==> config.mk <==
export PLATFORM = sky130hd
export DESIGN_NAME = aes_job_ctrl_flat
export DESIGN_NICKNAME = d
export VERILOG_FILES = /design/src/rtl/aes_job_ctrl_if.sv /design/src/rtl/aes_job_ctrl.sv /design/src/flat_wrapper.sv
export SDC_FILE = /design/constraint.sdc
export NUM_CORES = 1
export LEC_CHECK = 0
export ABC_AREA = 1
export CAP_MARGIN = 10
export CORE_MARGIN = 5
export CORE_UTILIZATION = 47
export DETAILED_ROUTE_END_ITERATION = 12
export PLACE_DENSITY = 0.85
export SLEW_MARGIN = 25
export SYNTH_ARGS = -nofsm -noshare
export SYNTH_HDL_FRONTEND = slang
export SYNTH_SLANG_ARGS = --single-unit
==> constraint.sdc <==
create_clock -name clk_i -period 2 [get_ports clk_i]
set_input_delay 0.3 -clock clk_i [delete_from_list [all_inputs] [get_ports clk_i]]
set_output_delay 0.3 -clock clk_i [all_outputs]
set_load 0.02 [all_outputs]
==> src/rtl/aes_job_ctrl_if.sv <==
// ---------------------------------------------------------------------------
// aes_job_ctrl_if
//
// Purpose: groups the job-control signals of aes_job_ctrl into one bundle:
//   - controller side: trigger_i, len_i, soft_clear_i (inputs to the block)
//   - engine output stream observation: out_valid_i, out_ready_i
//   - engine control channel: eng_clear_o, eng_enable_o, eng_start_o,
//     eng_len_o
//   - status: busy_o, done_o, beats_o, err_o
//   - debug: state_o exposes the encoded FSM state
//
// Signal names keep the _i/_o suffixes as seen from aes_job_ctrl so the
// bundle lines up one-to-one with the block's documented port list.
//
// Modports:
//   slave  - used by aes_job_ctrl (drives the *_o signals)
//   master - used by the surrounding logic / testbench (drives the *_i
//            signals, observes the *_o signals)
//
// Handshake: out_valid_i/out_ready_i follow plain valid/ready semantics on
// the engine's output stream. A transfer (one 128-bit block, a "beat")
// happens in every clock cycle where both are high at the rising edge.
// This block only observes that stream; it never drives valid or ready.
// ---------------------------------------------------------------------------
interface aes_job_ctrl_if #(
    parameter int CNT_W = 16
);
    logic             trigger_i;
    logic [CNT_W-1:0] len_i;
    logic             soft_clear_i;
    logic             out_valid_i;
    logic             out_ready_i;

    logic             eng_clear_o;
    logic             eng_enable_o;
    logic             eng_start_o;
    logic [CNT_W-1:0] eng_len_o;
    logic             busy_o;
    logic             done_o;
    logic [CNT_W-1:0] beats_o;
    logic             err_o;
    logic [2:0]       state_o;

    modport slave (
        input  trigger_i,
        input  len_i,
        input  soft_clear_i,
        input  out_valid_i,
        input  out_ready_i,
        output eng_clear_o,
        output eng_enable_o,
        output eng_start_o,
        output eng_len_o,
        output busy_o,
        output done_o,
        output beats_o,
        output err_o,
        output state_o
    );

    modport master (
        output trigger_i,
        output len_i,
        output soft_clear_i,
        output out_valid_i,
        output out_ready_i,
        input  eng_clear_o,
        input  eng_enable_o,
        input  eng_start_o,
        input  eng_len_o,
        input  busy_o,
        input  done_o,
        input  beats_o,
        input  err_o,
        input  state_o
    );
endinterface

==> src/rtl/aes_job_ctrl.sv <==
// ---------------------------------------------------------------------------
// aes_job_ctrl
//
// Purpose: sequences the AES streaming engine through one job. On an
// accepted trigger the length is latched, the engine is cleared for one
// cycle, started for one cycle, then enabled until the requested number of
// 128-bit output blocks has been transferred on the engine output stream.
// Completion is signalled with a one-cycle done pulse. soft_clear aborts
// from any state and always clears the engine.
//
// Ports:
//   clk_i   - clock
//   rst_i   - synchronous, active-high reset
//   bus     - aes_job_ctrl_if.slave bundle:
//               trigger_i, len_i, soft_clear_i  (controller requests)
//               out_valid_i, out_ready_i        (observed engine stream)
//               eng_clear_o, eng_enable_o, eng_start_o, eng_len_o
//               busy_o, done_o, beats_o, err_o  (status)
//               state_o                         (encoded FSM state)
//
// Parameters:
//   CNT_W       - width of the job length and the beat counter
//   WDOG_CYCLES - stall limit in cycles for the optional watchdog
//
// Configuration macro: AES_JOB_CTRL_WATCHDOG_EN
//   defined   - a stall counter runs in RUN; WDOG_CYCLES cycles without a
//               beat force ABORT and set the sticky err_o
//   undefined - no counter, err_o is constant 0, RUN waits indefinitely
//
// All outputs are decoded from registered state only (Moore), so there is
// no combinational path from any input to any output.
// ---------------------------------------------------------------------------
module aes_job_ctrl #(
    parameter int CNT_W       = 16,
    parameter int WDOG_CYCLES = 1024
) (
    input  logic          clk_i,
    input  logic          rst_i,
    aes_job_ctrl_if.slave bus
);

    // Encoding is visible on state_o, keep it stable.
    typedef enum logic [2:0] {
        ST_IDLE  = 3'd0,
        ST_CLEAR = 3'd1,
        ST_START = 3'd2,
        ST_RUN   = 3'd3,
        ST_DONE  = 3'd4,
        ST_ABORT = 3'd5
    } state_e;

    // A watchdog shorter than two cycles would fire on the first RUN cycle.
    if (WDOG_CYCLES < 2) begin : g_wdog_cycles_check
        $error("aes_job_ctrl: WDOG_CYCLES must be at least 2");
    end

    state_e           state_q;
    state_e           state_d;
    logic [CNT_W-1:0] len_q;
    logic [CNT_W-1:0] beats_q;
    logic [CNT_W-1:0] beats_inc;
    logic             beat;
    logic             trig_accept;
    logic             last_beat;
    logic             wdog_fire;
    logic             err_q;

    // One completed output block on the engine stream.
    assign beat = bus.out_valid_i & bus.out_ready_i;

    // soft_clear outranks a trigger in IDLE: the trigger is dropped and
    // nothing gets latched.
    assign trig_accept = (state_q == ST_IDLE) & bus.trigger_i & ~bus.soft_clear_i;

    // Equality against the latched length; at saturation beats_inc wraps to
    // zero, which can never match a non-zero length.
    assign beats_inc = beats_q + {{(CNT_W-1){1'b0}}, 1'b1};
    assign last_beat = beat & (beats_inc == len_q);

`ifdef AES_JOB_CTRL_WATCHDOG_EN
    localparam int WDOG_W = (WDOG_CYCLES > 2) ? $clog2(WDOG_CYCLES) : 1;
    localparam logic [WDOG_W-1:0] WDOG_MAX = WDOG_W'(WDOG_CYCLES - 1);

    logic [WDOG_W-1:0] wdog_q;

    // A beat in the limit cycle counts as progress, hence the ~beat term.
    assign wdog_fire = (state_q == ST_RUN) & ~beat & (wdog_q == WDOG_MAX);

    // Held at zero outside RUN, so it always starts from zero on RUN entry.
    always_ff @(posedge clk_i) begin
        if (rst_i) begin
            wdog_q <= '0;
        end else if ((state_q != ST_RUN) || beat) begin
            wdog_q <= '0;
        end else begin
            wdog_q <= wdog_q + {{(WDOG_W-1){1'b0}}, 1'b1};
        end
    end

    // Sticky until the next accepted trigger. A simultaneous soft_clear
    // takes priority, so the abort is not reported as a watchdog error.
    always_ff @(posedge clk_i) begin
        if (rst_i) begin
            err_q <= 1'b0;
        end else if (trig_accept) begin
            err_q <= 1'b0;
        end else if (wdog_fire && !bus.soft_clear_i) begin
            err_q <= 1'b1;
        end
    end
`else
    assign wdog_fire = 1'b0;
    assign err_q     = 1'b0;
`endif

    // ------------------------------------------------------------------
    // FSM state register
    // ------------------------------------------------------------------
    always_ff @(posedge clk_i) begin
        if (rst_i) begin
            state_q <= ST_IDLE;
        end else begin
            state_q <= state_d;
        end
    end

    // ------------------------------------------------------------------
    // FSM next-state logic
    // Priority: soft_clear > watchdog > normal transitions.
    // ------------------------------------------------------------------
    always_comb begin
        state_d = state_q;
        unique case (state_q)
            ST_IDLE: begin
                if (trig_accept) begin
                    // Zero-length jobs skip the engine entirely.
                    state_d = (bus.len_i != '0) ? ST_CLEAR : ST_DONE;
                end
            end
            ST_CLEAR: state_d = ST_START;
            ST_START: state_d = ST_RUN;
            ST_RUN: begin
                if (last_beat) begin
                    state_d = ST_DONE;
                end
            end
            ST_DONE:  state_d = ST_IDLE;
            ST_ABORT: state_d = ST_IDLE;
            default:  state_d = ST_IDLE;
        endcase

        if (wdog_fire) begin
            state_d = ST_ABORT;
        end

        // Applies in IDLE too, so the engine is always cleared on abort.
        if (bus.soft_clear_i) begin
            state_d = ST_ABORT;
        end
    end

    // ------------------------------------------------------------------
    // Job length and beat counter
    // Both hold after DONE/ABORT until the next accepted trigger.
    // ------------------------------------------------------------------
    always_ff @(posedge clk_i) begin
        if (rst_i) begin
            len_q   <= '0;
            beats_q <= '0;
        end else if (trig_accept) begin
            len_q   <= bus.len_i;
            beats_q <= '0;
        end else if ((state_q == ST_RUN) && beat && (beats_q != {CNT_W{1'b1}})) begin
            beats_q <= beats_inc;
        end
    end

    // ------------------------------------------------------------------
    // Moore output decode
    // ------------------------------------------------------------------
    assign bus.eng_clear_o  = (state_q == ST_CLEAR) | (state_q == ST_ABORT);
    assign bus.eng_enable_o = (state_q == ST_START) | (state_q == ST_RUN);
    assign bus.eng_start_o  = (state_q == ST_START);
    assign bus.eng_len_o    = len_q;
    assign bus.busy_o       = (state_q != ST_IDLE);
    assign bus.done_o       = (state_q == ST_DONE);
    assign bus.beats_o      = beats_q;
    assign bus.err_o        = err_q;
    assign bus.state_o      = state_q;

endmodule

==> src/flat_wrapper.sv <==
// flat-port wrapper written by rule: the top's interface ports become plain ports
module aes_job_ctrl_flat 
#(
    parameter int CNT_W       = 16,
    parameter int WDOG_CYCLES = 1024
)
  (clk_i, rst_i, bus_trigger_i, bus_len_i, bus_soft_clear_i, bus_out_valid_i, bus_out_ready_i, bus_eng_clear_o, bus_eng_enable_o, bus_eng_start_o, bus_eng_len_o, bus_busy_o, bus_done_o, bus_beats_o, bus_err_o, bus_state_o);
  aes_job_ctrl_if #(.CNT_W(CNT_W)) bus_i ();
  input  logic clk_i;
  input  logic rst_i;
  input wire logic [$bits(bus_i.trigger_i)-1:0] bus_trigger_i;
  input wire logic [$bits(bus_i.len_i)-1:0] bus_len_i;
  input wire logic [$bits(bus_i.soft_clear_i)-1:0] bus_soft_clear_i;
  input wire logic [$bits(bus_i.out_valid_i)-1:0] bus_out_valid_i;
  input wire logic [$bits(bus_i.out_ready_i)-1:0] bus_out_ready_i;
  output wire logic [$bits(bus_i.eng_clear_o)-1:0] bus_eng_clear_o;
  output wire logic [$bits(bus_i.eng_enable_o)-1:0] bus_eng_enable_o;
  output wire logic [$bits(bus_i.eng_start_o)-1:0] bus_eng_start_o;
  output wire logic [$bits(bus_i.eng_len_o)-1:0] bus_eng_len_o;
  output wire logic [$bits(bus_i.busy_o)-1:0] bus_busy_o;
  output wire logic [$bits(bus_i.done_o)-1:0] bus_done_o;
  output wire logic [$bits(bus_i.beats_o)-1:0] bus_beats_o;
  output wire logic [$bits(bus_i.err_o)-1:0] bus_err_o;
  output wire logic [$bits(bus_i.state_o)-1:0] bus_state_o;
  assign bus_i.trigger_i = bus_trigger_i;
  assign bus_i.len_i = bus_len_i;
  assign bus_i.soft_clear_i = bus_soft_clear_i;
  assign bus_i.out_valid_i = bus_out_valid_i;
  assign bus_i.out_ready_i = bus_out_ready_i;
  assign bus_eng_clear_o = bus_i.eng_clear_o;
  assign bus_eng_enable_o = bus_i.eng_enable_o;
  assign bus_eng_start_o = bus_i.eng_start_o;
  assign bus_eng_len_o = bus_i.eng_len_o;
  assign bus_busy_o = bus_i.busy_o;
  assign bus_done_o = bus_i.done_o;
  assign bus_beats_o = bus_i.beats_o;
  assign bus_err_o = bus_i.err_o;
  assign bus_state_o = bus_i.state_o;
  aes_job_ctrl #(.CNT_W(CNT_W), .WDOG_CYCLES(WDOG_CYCLES)) u_core (.clk_i(clk_i), .rst_i(rst_i), .bus(bus_i));
endmodule
==> summary.txt <==
Yosys
  • Synth top area share: 33.5%
  • Yosys cell types: 30
  • Ys async rst share: 0%
  • Top FF cell, synth: dfxtp_1
  • Number of enable flip-flop cells after synthesis: 0
  • Cell taking the most area after synthesis: dfxtp_1
  • Post-synthesis cell area: 0.00209 sq mm
  • Synth warnings: 0
  • Commonest cells in the netlist: nand2_1 (71), inv_1 (38), dfxtp_1 (35), nor2_1 (35), nand3_1 (29)
  • Area contributors post-synth: dfxtp_1 (33%), nand2_1 (13%), nand3_1 (6.9%)
  • Post-synthesis register bit count: 35
  • Cells after Synth: 315
  • Top-count cell post-synth: nand2_1
  • Sequential share of the synthesized area: 33.5%
  • Mapped Avg Cell Area: 6.64 sq um
  • Synth Net Count: 338

Setup path
  • R2r worst-path depth: 14
  • Crit-path max FO: 5
  • Crit path DAT: 1.58 ns
  • Startpoint Class: flip-flop
  • CP Capture Type: primary output
  • WP data required: 1.70 ns
  • Worst Setup Path Type: reg -> out

GRT
  • Vias in the first global route: 2,217
  • Largest net degree at the start of global routing: 20
  • GR Overflow Total: 0
  • Initial antenna violation count: 0
  • First-pass GRT wire length: 9670 um
  • Total track usage: 19.6%

Final layout
  • Synth-to-Final Area Change: 41.7%
  • Filler Cells Inserted: 355
  • Layout cell share with drive strength beyond 1: 13.3%
  • Fin nets: 406
  • Antenna cells: 0
  • Fin cells: 436

Clocking
  • Cts bufs inserted: 5
  • Clock sinks: 35
  • CTS tree: done
  • Post-CTS Hold Fix Bufs: 0
  • Skew-Pair Late Insertion Delay: 0.29 ns
  • Root Driver: clkbuf_8
  • Clock-pin slew of the registers on the worst-case setup and hold paths: 0.07 ns
  • H-tree levels: 2
  • Max Root-Sink Buffers: 2

Floorplan
  • Initial Utilization: 48.4%
  • Total core area: 0.00432 sq mm
  • DIE AREA: 0.00589 sq mm
  • Die H: 76.7 um
  • Row count: 24
  • Die width: 76.7 um
  • # IOs: 63

Detailed routing
  • Initial drt markers: 136
  • Via count: 2,316
  • Final wirelength: 5940 um
  • Avg WL per Cell: 13.6 um
  • DRC violations left: 0
  • Drt pass-1 iters: 4
  • Vias/cell: 5.31
  • Antenna violation net count after detailed routing: 0

Hold path
  • Cells on Worst Hold Path: 2
  • Hold crit path type: reg -> reg

Timing
  • Hold_ws: 0.489 ns
  • Layout Skew: 0.00272 ns
  • Min Tclk post-route: 1.88 ns
  • Final Hold Vio Count: 0
  • Final setup vio count: 0
  • Fmax: 531 MHz
  • Max-slew violation count: 0
  • Final period utilization: 94.2%

Power and ir drop
  • Peak VDD IR: 387 uV
  • LEAKAGE: 1.16 nW
  • P per Cell Area: 593 mW/mm^2

Placement
  • Number of port buffers: 61
  • Detailed Place HPWL: 4640 um
  • Placed insts: 427
  • Placer Congestion: 0.892

Flow run
  • Max cap viols: 0

Outcome
  • Outcome: finished, final reports clean
## metal layers
layer  wire (um)  vias up  GRT usage (%)
li1            -     1177              -
met1        2440     1022           23.5
met2        2850      105           32.9
met3         513       12           5.39
met5           0        -              0
met4         131        0           8.04
## registers in the layout (all words and copies together) (netlist names)
register / flops
u_core.bus.state_o: 3
u_core.bus.beats_o: 16
u_core.bus.eng_len_o: 16
## power breakdown
group | total, mW | switching [mW] | internal, mW
sequential | 0.755 | 0.0281 | 0.727
combinational | 0.340 | 0.179 | 0.161
clock | 0.663 | 0.260 | 0.403
total | 1.76 | 0.467 | 1.29
## final timing paths
path	from	to	slack, ns
min	u_core.bus.eng_len_o[14]	u_core.bus.eng_len_o[14]	0.49
max	u_core.bus.state_o[1]	bus_eng_enable_o	0.12
min reg2reg	u_core.bus.eng_len_o[14]	u_core.bus.eng_len_o[14]	0.49
max reg2reg	u_core.bus.beats_o[0]	u_core.bus.state_o[0]	0.12
## layout make-up
class | instances | area [sq um] | area share [%]
clock buffer | 6 | 82.6 | 2.78
clock inverter | 2 | 35.0 | 1.18
inverter | 41 | 159 | 5.36
multi-input combinational | 230 | 1240 | 41.7
sequential | 35 | 707 | 23.8
tap | 52 | 65.1 | 2.19
timing repair buffer | 69 | 673 | 22.7
timing repair inverter | 1 | 7.51 | 0.253
## worst max-delay path, stage by stage (launching register included)
cell and delay, ns:
dfxtp_1 0.41, nand2_1 0.12, a21oi_1 0.15, clkdlybuf4s50_1 0.62
## cell families after synthesis
group	count (synthesis)	share of synthesized area (%)
compound gates	54	15.1
xor+xnor	8	4.72
fa+ha+maj	1	0.598
buf+inv	50	9.45
flops	35	33.5
other cells	1	0.179
simple gates	166	36.5
## per-stage QoR
stage | util (%) | power, mW | setup TNS, ns | worst slack [ns] | instance area [sq um]
floorplan | - | 0.943 | 0 | 0.0779 | 2090
global placement | 64.4 | 1.11 | 0 | 0.125 | 2790
detailed placement | 64.4 | 1.11 | 0 | 0.0462 | 2790
CTS | 67.1 | 1.77 | 0 | 0.0364 | 2900
global route | 68.6 | 1.84 | -0.00170 | -0.00170 | 2970
finish | 68.6 | 1.76 | 0 | 0.115 | 2970
## cell usage in the layout (no fill, tap or decap), types with 4 or more instances in the layout
cell type and count:
a211oi_1 14, a21oi_1 22, buf_4 8, clkbuf_8 6, clkdlybuf4s50_1 60, dfxtp_1 30
dfxtp_2 5, inv_1 37, nand2_1 69, nand2_2 6, nand3_1 28, nand3_2 6
nand4_1 8, nor2_1 31, nor2_2 7, nor2_4 5, nor4_1 4, o21ai_0 13
xor2_1 4
## repair_timing
| item | CTS | global route |
|---|---|---|
| setup endpoints to repair | 0 | 5 |
| buffers inserted | 0 | 0 |
| gates resized for setup | 0 | 20 |
Note: power is estimated with default switching activity, not from simulation.
